[src/rtl/ctrl_sync_fifo_pkg.sv]
// Shared constants for the control-word driven synchronous FIFO.
package ctrl_fifo_pkg;

    // Bit positions inside the CSR CONTROL word.
    localparam int CTRL_EN_BIT    = 0;
    localparam int CTRL_FLUSH_BIT = 1;

    // Width of the CSR FIFO_LEVEL field; default width of the level output.
    localparam int CSR_LEVEL_WIDTH = 32;

endpackage

[src/rtl/ctrl_sync_fifo_if.sv]
// Valid/ready write and read channels of the FIFO, bundled as one interface.
interface ctrl_sync_fifo_if #(
    parameter int DATA_WIDTH = 32
);
    logic [DATA_WIDTH-1:0] s_data;
    logic                  s_valid;
    logic                  s_ready;
    logic [DATA_WIDTH-1:0] m_data;
    logic                  m_valid;
    logic                  m_ready;

    // Producer/consumer side: drives the write payload and read acceptance.
    modport master (
        output s_data, s_valid, m_ready,
        input  s_ready, m_data, m_valid
    );

    // FIFO side.
    modport slave (
        input  s_data, s_valid, m_ready,
        output s_ready, m_data, m_valid
    );
endinterface

[src/rtl/ctrl_sync_fifo_ram.sv]
// Simple dual-port storage: synchronous write, asynchronous read, no reset.
module fifo_ram #(
    parameter int DATA_WIDTH = 32,
    parameter int DEPTH      = 16
) (
    input  logic                     ACLK,
    input  logic                     we,
    input  logic [$clog2(DEPTH)-1:0] waddr,
    input  logic [DATA_WIDTH-1:0]    wdata,
    input  logic [$clog2(DEPTH)-1:0] raddr,
    output logic [DATA_WIDTH-1:0]    rdata
);
    logic [DATA_WIDTH-1:0] mem [DEPTH];

    // Write port: contents survive reset and flush on purpose.
    always_ff @(posedge ACLK) begin
        if (we) begin
            mem[waddr] <= wdata;
        end
    end

    assign rdata = mem[raddr];
endmodule

[src/rtl/ctrl_sync_fifo.sv]
// First-word-fall-through FIFO gated by a CSR CONTROL word (EN / FLUSH),
// with registered level, empty/full flags and a sticky overflow flag.
module ctrl_sync_fifo
    import ctrl_fifo_pkg::*;
#(
    parameter int DATA_WIDTH  = 32,
    parameter int DEPTH       = 16,
    parameter int LEVEL_WIDTH = CSR_LEVEL_WIDTH
) (
    input  logic                   ACLK,
    input  logic                   ARESET,
    input  logic [31:0]            CONTROL_i,
    ctrl_sync_fifo_if.slave        bus,
    output logic                   fifo_empty_o,
    output logic                   fifo_full_o,
    output logic [LEVEL_WIDTH-1:0] fifo_level_o,
    output logic                   overflow_o
);
    localparam int          AW      = $clog2(DEPTH);
    localparam logic [AW:0] DEPTH_L = (AW + 1)'(DEPTH);

    logic          en;
    logic          flush;
    logic          unused_ctrl;
    logic [AW:0]   wr_ptr_q;
    logic [AW:0]   rd_ptr_q;
    logic [AW:0]   level_q;
    logic          ptr_empty;
    logic          ptr_full;
    logic          push;
    logic          pop;
    logic [DATA_WIDTH-1:0] rd_data;

    assign en          = CONTROL_i[CTRL_EN_BIT];
    assign flush       = CONTROL_i[CTRL_FLUSH_BIT];
    assign unused_ctrl = ^CONTROL_i[31:2];

    // Extra MSB on each pointer distinguishes full from empty at equal index.
    assign ptr_empty = (wr_ptr_q == rd_ptr_q);
    assign ptr_full  = (wr_ptr_q[AW-1:0] == rd_ptr_q[AW-1:0]) &&
                       (wr_ptr_q[AW] != rd_ptr_q[AW]);

    // Handshakes are masked during reset so every output shows its reset value.
    assign bus.s_ready = en && !flush && !ptr_full  && !ARESET;
    assign bus.m_valid = en && !flush && !ptr_empty && !ARESET;
    assign push        = bus.s_valid && bus.s_ready;
    assign pop         = bus.m_valid && bus.m_ready;

    assign fifo_empty_o = (level_q == '0);
    assign fifo_full_o  = (level_q == DEPTH_L);
    assign fifo_level_o = LEVEL_WIDTH'(level_q);
    assign bus.m_data   = rd_data;

    // Pointers and level: flush clears, otherwise follow the handshakes.
    always_ff @(posedge ACLK or posedge ARESET) begin
        if (ARESET) begin
            wr_ptr_q <= '0;
            rd_ptr_q <= '0;
            level_q  <= '0;
        end else if (flush) begin
            wr_ptr_q <= '0;
            rd_ptr_q <= '0;
            level_q  <= '0;
        end else begin
            if (push) begin
                wr_ptr_q <= wr_ptr_q + 1'b1;
            end
            if (pop) begin
                rd_ptr_q <= rd_ptr_q + 1'b1;
            end
            if (push && !pop) begin
                level_q <= level_q + 1'b1;
            end else if (pop && !push) begin
                level_q <= level_q - 1'b1;
            end
        end
    end

    // Sticky overflow: a write attempt against a full, enabled FIFO.
    always_ff @(posedge ACLK or posedge ARESET) begin
        if (ARESET) begin
            overflow_o <= 1'b0;
        end else if (flush) begin
            overflow_o <= 1'b0;
        end else if (bus.s_valid && en && ptr_full) begin
            overflow_o <= 1'b1;
        end
    end

    fifo_ram #(
        .DATA_WIDTH (DATA_WIDTH),
        .DEPTH      (DEPTH)
    ) u_ram (
        .ACLK  (ACLK),
        .we    (push),
        .waddr (wr_ptr_q[AW-1:0]),
        .wdata (bus.s_data),
        .raddr (rd_ptr_q[AW-1:0]),
        .rdata (rd_data)
    );
endmodule

[src/flat_wrapper.sv]
// flat-port wrapper written by rule: the top's interface ports become plain ports
module ctrl_sync_fifo_flat import ctrl_fifo_pkg::*;
#(
    parameter int DATA_WIDTH  = 32,
    parameter int DEPTH       = 16,
    parameter int LEVEL_WIDTH = CSR_LEVEL_WIDTH
)
  (ACLK, ARESET, CONTROL_i, fifo_empty_o, fifo_full_o, fifo_level_o, overflow_o, bus_s_data, bus_s_valid, bus_m_ready, bus_s_ready, bus_m_data, bus_m_valid);
  ctrl_sync_fifo_if #(.DATA_WIDTH(DATA_WIDTH)) bus_i ();
  input  logic ACLK;
  input  logic ARESET;
  input  logic [31:0] CONTROL_i;
  output logic fifo_empty_o;
  output logic fifo_full_o;
  output logic [LEVEL_WIDTH-1:0] fifo_level_o;
  output logic overflow_o;
  input wire logic [$bits(bus_i.s_data)-1:0] bus_s_data;
  input wire logic [$bits(bus_i.s_valid)-1:0] bus_s_valid;
  input wire logic [$bits(bus_i.m_ready)-1:0] bus_m_ready;
  output wire logic [$bits(bus_i.s_ready)-1:0] bus_s_ready;
  output wire logic [$bits(bus_i.m_data)-1:0] bus_m_data;
  output wire logic [$bits(bus_i.m_valid)-1:0] bus_m_valid;
  assign bus_i.s_data = bus_s_data;
  assign bus_i.s_valid = bus_s_valid;
  assign bus_i.m_ready = bus_m_ready;
  assign bus_s_ready = bus_i.s_ready;
  assign bus_m_data = bus_i.m_data;
  assign bus_m_valid = bus_i.m_valid;
  ctrl_sync_fifo #(.DATA_WIDTH(DATA_WIDTH), .DEPTH(DEPTH), .LEVEL_WIDTH(LEVEL_WIDTH)) u_core (.ACLK(ACLK), .ARESET(ARESET), .CONTROL_i(CONTROL_i), .bus(bus_i), .fifo_empty_o(fifo_empty_o), .fifo_full_o(fifo_full_o), .fifo_level_o(fifo_level_o), .overflow_o(overflow_o));
endmodule
[config.mk]
export PLATFORM = sky130hd
export DESIGN_NAME = ctrl_sync_fifo_flat
export DESIGN_NICKNAME = d
export VERILOG_FILES = /design/src/rtl/ctrl_sync_fifo_pkg.sv /design/src/rtl/ctrl_sync_fifo_if.sv /design/src/rtl/ctrl_sync_fifo_ram.sv /design/src/rtl/ctrl_sync_fifo.sv /design/src/flat_wrapper.sv
export SDC_FILE = /design/constraint.sdc
export NUM_CORES = 1
export LEC_CHECK = 0
export ABC_AREA = 1
export BUFFER_PORTS_ARGS = -buffer_cell sky130_fd_sc_hd__buf_4
export CORE_ASPECT_RATIO = 0.75
export CORE_MARGIN = 3
export CORE_UTILIZATION = 61
export CTS_CLUSTER_DIAMETER = 100
export CTS_CLUSTER_SIZE = 25
export DETAILED_ROUTE_END_ITERATION = 10
export PLACE_DENSITY = 0.8
export SYNTH_ARGS = -nofsm -noshare
export SYNTH_HDL_FRONTEND = slang
export SYNTH_HIERARCHICAL = 1
export SYNTH_SLANG_ARGS = --single-unit
[constraint.sdc]
create_clock -name ACLK -period 4.3 [get_ports ACLK]
set_clock_uncertainty 0.2 [all_clocks]
set_input_delay 0.86 -clock ACLK [delete_from_list [all_inputs] [get_ports ACLK]]
set_output_delay 0.86 -clock ACLK [all_outputs]
set_load 0.02 [all_outputs]
# Word-level counts from Yosys, hierarchy flattened
# Memories as Yosys holds them, arrays and structs flattened.
# Cells that the tools add are included.
[totals] ramBits=512 latch_bits=0 wordCells=47 output_inout_bits=69 rom_bits=0 reg_bits=16 in_bits=68 n_memories=1
[memory_table] memory="u_core.u_ram.mem" depth=16 word_bits=32 rd=1 rd_ports_with_merged_regs=0 write_ports=1 line="ctrl_sync_fifo_ram.sv:13" rtl="logic [DATA_WIDTH-1:0] mem [DEPTH];"
[op_classes] magnitude_cmp=0 bitwise=0 n_mul=0 n_div=0 reduce_logical=23 shifts=0 n_eq_ne=4 n_addsub=4 muxes=11
[ops] op="$mux 5" n=7
[ops] op="$add 5x1->5 const B" n=3
[ops] op="$logic_and 1x1->1" n=12
[ops] op="$logic_not 1->1" n=6
[ops] op="$reduce_bool 2->1" n=3
[ops] op="$eq 5x5->1" n=1
[ops] op="$eq 5x5->1 const B" n=1
[ops] op="$logic_not 5->1" n=1
[ops] op="$sub 5x1->5 const B" n=1
[ops] op="$eq 4x4->1" n=1
[ops] op="$mux 1" n=4
[ops] op="$reduce_bool 3->1" n=1
[ops] op="$ne 1x1->1" n=1

# Longest topological paths before layout
[logic_depth] ltp_word=11 ltp_mapped=17 mapped_depth_nobuf=17

# Modules after synthesis
# Netlist, hierarchy kept.
[by_module_without_submodules] module="fifo_ram" seq_area_each_um2=15374.7 instances=1 cells_each=2088 area_per_inst_um2=22089.9
[by_module_without_submodules] module="ctrl_sync_fifo" seq_area_each_um2=400.4 instances=1 cells_each=166 area_per_inst_um2=1326.3

# Least setup slack after synthesis
# Ideal clock, no wire load.
[synth_timing] path_type="input-to-reg" startpoint="input port CONTROL_i[1]" endpoint="memory u_core.u_ram.mem[12][0] (enable)" required_time_ns=3.679 arrival_time_ns=2.944 n_path_buf=0 setup_ns=0.421 stages=7 setup_slack_ns=0.735 cell_sequence="inv_2 nand2_2 nor2_4 nand2_4 nor2_4 nand3_1 nor2_1"
[synth_via] elab_chain_len=7
[synth_lines] element="from (decl)" line="flat_wrapper.sv:12" rtl="input logic [31:0] CONTROL_i;"
[synth_lines] element="$logic_not 1->1" line="ctrl_sync_fifo.sv:44" rtl="assign bus.s_ready = en && !flush && !ptr_full && !ARESET;"
[synth_lines] element="$logic_and 1x1->1 (3 in series)" line="ctrl_sync_fifo.sv:44"
[synth_lines] element="$logic_and 1x1->1" line="ctrl_sync_fifo.sv:46" rtl="assign push = bus.s_valid && bus.s_ready;"
[synth_lines] element="net u_core.push" line="ctrl_sync_fifo.sv:30" rtl="logic push;"
[synth_lines] element="$mux 1" line="ctrl_sync_fifo_ram.sv:17" rtl="if (we) begin"
[synth_lines] element="$mux 1 (implied by the code)" line="ctrl_sync_fifo_ram.sv:18" rtl="mem[waddr] <= wdata;"
[synth_lines] element="to (decl)" line="ctrl_sync_fifo_ram.sv:13"
# The timed path passes the listed nets, and every way through them passes these cells.

# Worst setup path in the final report
[layout_timing] startpoint="register u_core.rd_ptr_q[1]" endpoint="output port bus_m_data[5]"
[layout_via] elab_chain_len=1
[layout_lines] element="from (decl)" line="ctrl_sync_fifo.sv:26" rtl="logic [AW:0] rd_ptr_q;"
[layout_lines] element="from (signal assigned)" line="ctrl_sync_fifo.sv:69" rtl="rd_ptr_q <= rd_ptr_q + 1'b1;"
[layout_lines] element="$mem_v2 16x32"
[layout_lines] element="to (decl)" line="flat_wrapper.sv:21" rtl="output wire logic [$bits(bus_i.m_data)-1:0] bus_m_data;"
# No other way between the ends.

==> metrics.md <==
| Metric | Value |
|---|---|
| Cell repeated most along the worst path | `sky130_fd_sc_hd__nand3_1` |
| Proportion of power drawn by flip-flops and latches | `66.3%` |
| Setup_tns | `0 ns` |
| Share of the cycle needed by the critical path after routing | `91.09%` |
| Share of the synthesized area in the top cell type | `65.66%` |
| F_max | `255.3 MHz` |
| Async set or reset register ratio after synthesis | `3.030%` |
| Worst hold path type | `input port to async pin` |
| Die area | `0.04080 mm^2` |
| Hold_buf cts | `0` |
| Clock sinks | `528` |
| Distinct cell type count after synthesis | `31` |
| Pin count of the biggest net entering global routing | `141` |
| Area of the mapped netlist | `0.02342 mm^2` |
| Detailed-route wire length per cell | `18.38 um` |
| Initial Utilization | `62.49%` |
| Top cell types by occurrence after synthesis | `sky130_fd_sc_hd__nand2_1, sky130_fd_sc_hd__edfxtp_1, sky130_fd_sc_hd__inv_1, sky130_fd_sc_hd__nand3_1, sky130_fd_sc_hd__buf_2` |
| TritonCTS Buffers | `25` |
| IO buf count | `79` |
| Final estimated routing congestion in global placement | `0.8182` |
| Initial detailed-routing violation count | `1,675` |
| Aggregate global-route resource usage | `25.29%` |
| Area growth syn-to-layout | `7.304%` |
| Remaining antenna violation count after routing | `0` |
| Crit path time final | `3.917 ns` |
| Height of the chip | `175.7 um` |
| Number of antenna violations at the first check in global routing | `0` |
| Total I/O pin count | `137` |
| Area contributors post-synth | `sky130_fd_sc_hd__edfxtp_1, sky130_fd_sc_hd__nand2_1, sky130_fd_sc_hd__nand3_1, sky130_fd_sc_hd__inv_1, sky130_fd_sc_hd__dfrtp_1` |
| Outcome | `completed` |
| Antenna cells | `0` |
| Critical Path Max Stage Delay | `0.63 ns` |
| Worst-case headroom to the max-slew limit | `38.04%` |
| Synthesized area per cell | `10.39 um^2` |
| Clock insertion delay at the later pin of the skew report | `0.60 ns` |
| Areal power density over the cells | `339.4 mW/mm^2` |
| Total wire length | `51,560 um` |
| Post-synthesis instance total | `2,254` |
| Max-cap viol count | `0` |
| Flop and latch count out of synthesis | `528` |
| CTS-repair resized insts | `0` |
| Sum of buffers and inverters on the critical path | `3` |
| Type of origin of the critical path | `flop` |
| Vias in the first global route | `14,932` |
| Fraction of layout instances using a drive strength above 1 | `8.257%` |
| Placed instance count | `2,768` |
| CP endpoint kind | `output pin` |
| Count of TritonRoute iterations in the first routing pass | `5` |
| CP Max Fanout | `38` |
| Cell with the biggest individual delay on the critical path | `sky130_fd_sc_hd__dfrtp_4` |
| Slew of the pin with the lowest slew margin | `0.9280 ns` |
| HPWL after detailed placement | `28,970 um` |
| Leakage power of the design | `10.66 nW` |
| Post-route insts no fill | `2,805` |
| First-pass GRT wire length | `80,320 um` |
| Vias | `15,410` |
| Total number of yosys warnings | `6` |
| Clock power frac | `30.8%` |
| Sequential fraction of the synthesis area | `67.37%` |
| Clock-pin slew on the worst setup and hold paths | `0.11 ns` |
| Number of nets in the layout | `2,366` |
| Std cell rows | `61` |
| Area inside the core boundary | `0.03747 mm^2` |
| TritonCTS clock tree | `yes` |
| RSZ-0062 raised after global routing | `false` |
| CTS H-tree depth | `1` |
| Switching power summed over all nets | `1.715 mW` |
| Clock tree root driver cell | `sky130_fd_sc_hd__clkbuf_16` |
| Dominant synthesized flop cell | `sky130_fd_sc_hd__edfxtp_1` |
| DRC violation count after routing | `0` |
| Setup Buffers After CTS | `0` |
| Number of enable-type register cells in the synthesized netlist | `512` |
| Die extent in x | `232.2 um` |
| Final-report max-slew violation count | `0` |
| Data required, critical path | `3.24 ns` |
| Internal | `6.812 mW` |
| Crit path arrival time | `2.86 ns` |
| Share of total power in combinational logic | `3.0%` |
| Largest delay share family, worst path | `buffers and inverters` |
| Switching share of power | `20.11%` |
| Path type of the worst setup path | `flop to output pin` |
| Detail-routed via count per cell | `5.494` |
| Clock tree buffer depth | `3` |
| IR Drop Worst-Case VDD | `0.3363 mV` |
| Critical Path, Cell by Cell | `inv_4 > buf_4 > nand3_1 > nand3_1 > nand3_1 > nand2_1 > buf_4` |
| Cell with the most instances after synthesis | `sky130_fd_sc_hd__nand2_1` |
| Hold Violations, Final | `0` |
| Aggregate global routing overflow | `0` |
| Largest area contributor in the netlist | `sky130_fd_sc_hd__edfxtp_1` |
| Total setup violations reported at the end of the flow | `0` |
| Total power after layout | `8.527 mW` |
[cell type report]
class	instances	area (um^2)
Sequential cell	528	15790
Fill cell	2737	12350
Multi-Input combinational cell	1212	5418
Inverter	407	1538
Timing Repair Buffer	117	1054
Clock buffer	35	663.1
Tap cell	504	630.6
Clock inverter	2	38.79
[cells in the final DEF (no fill, tap or decap), types with 12 or more instances in the layout]
cell,count
sky130_fd_sc_hd__dfrtp_1,12
sky130_fd_sc_hd__buf_12,14
sky130_fd_sc_hd__conb_1,27
sky130_fd_sc_hd__buf_4,103
sky130_fd_sc_hd__clkbuf_16,25
sky130_fd_sc_hd__inv_1,396
sky130_fd_sc_hd__edfxtp_1,512
sky130_fd_sc_hd__nor2_4,19
sky130_fd_sc_hd__nand2_1,713
sky130_fd_sc_hd__nand3_1,398
[path summary, 6_finish.rpt]
path	start	to	slack (ns)	depth (start not counted)
max	u_core/rd_ptr_q[1]	bus_m_data[5]	0.38	7
min	ARESET	u_core/rd_ptr_q[1]	0.15	2
max reg2reg	u_core/rd_ptr_q[3]	u_core/u_ram/mem[9][27]	1.05	9
min reg2reg	u_core/overflow_o	u_core/overflow_o	0.32	2
max in group asynchronous	ARESET	u_core/rd_ptr_q[0]	3.29	2
min in group ACLK	CONTROL_i[1]	u_core/overflow_o	0.27	2
[kinds of logic after synthesis]
kind of cell    synth area share (%)
fa+ha+maj                     0.4061
simple gates                   21.21
buf+inv                        10.42
flops                          67.37
xor+xnor                      0.2992
other cells                  0.01601
compound gates                0.2778
[routing by layer]
metal	global-route usage [%]	share of wire [%]	up-vias
met5	0	0	-
met4	6.992	2.8	0
met3	3.761	8.4	115
met2	42.45	48	707
met1	34.95	40	7340
li1	-	-	7248
[state kept, by name (all words and copies together), names as in the netlist]
name and flops:
u_core/overflow_o 1, u_core/wr_ptr_q 5, u_core/level_q 5, u_core/rd_ptr_q 5, u_core/u_ram/mem 512
[power by group through the flow]
| stage | combinational (mW) | clock (mW) | sequential [mW] |
|---|---|---|---|
| 2_1_floorplan | 0.134 | 0 | 5.77 |
| 3_3_place_gp | 0.247 | 0 | 5.77 |
| 3_5_place_dp | 0.257 | 0 | 5.77 |
| 4_1_cts | 0.257 | 2.67 | 5.65 |
| 5_1_grt | 0.283 | 2.82 | 5.65 |
| 6_report | 0.255 | 2.62 | 5.65 |
[stage by stage]
step	cell area, um^2	hold WS (ns)	util [%]	setup slack, ns
global route	25130	0.2019	67.05	0.2662
floorplan	23510	0.3375	-	0.7346
finish	25130	0.1485	67.05	0.3831
CTS	25130	0.1523	67.05	0.3981
global placement	24420	0.2958	65.18	0.8114
detailed placement	24420	0.3015	65.18	0.7397
(Power assumes the default switching activity.)
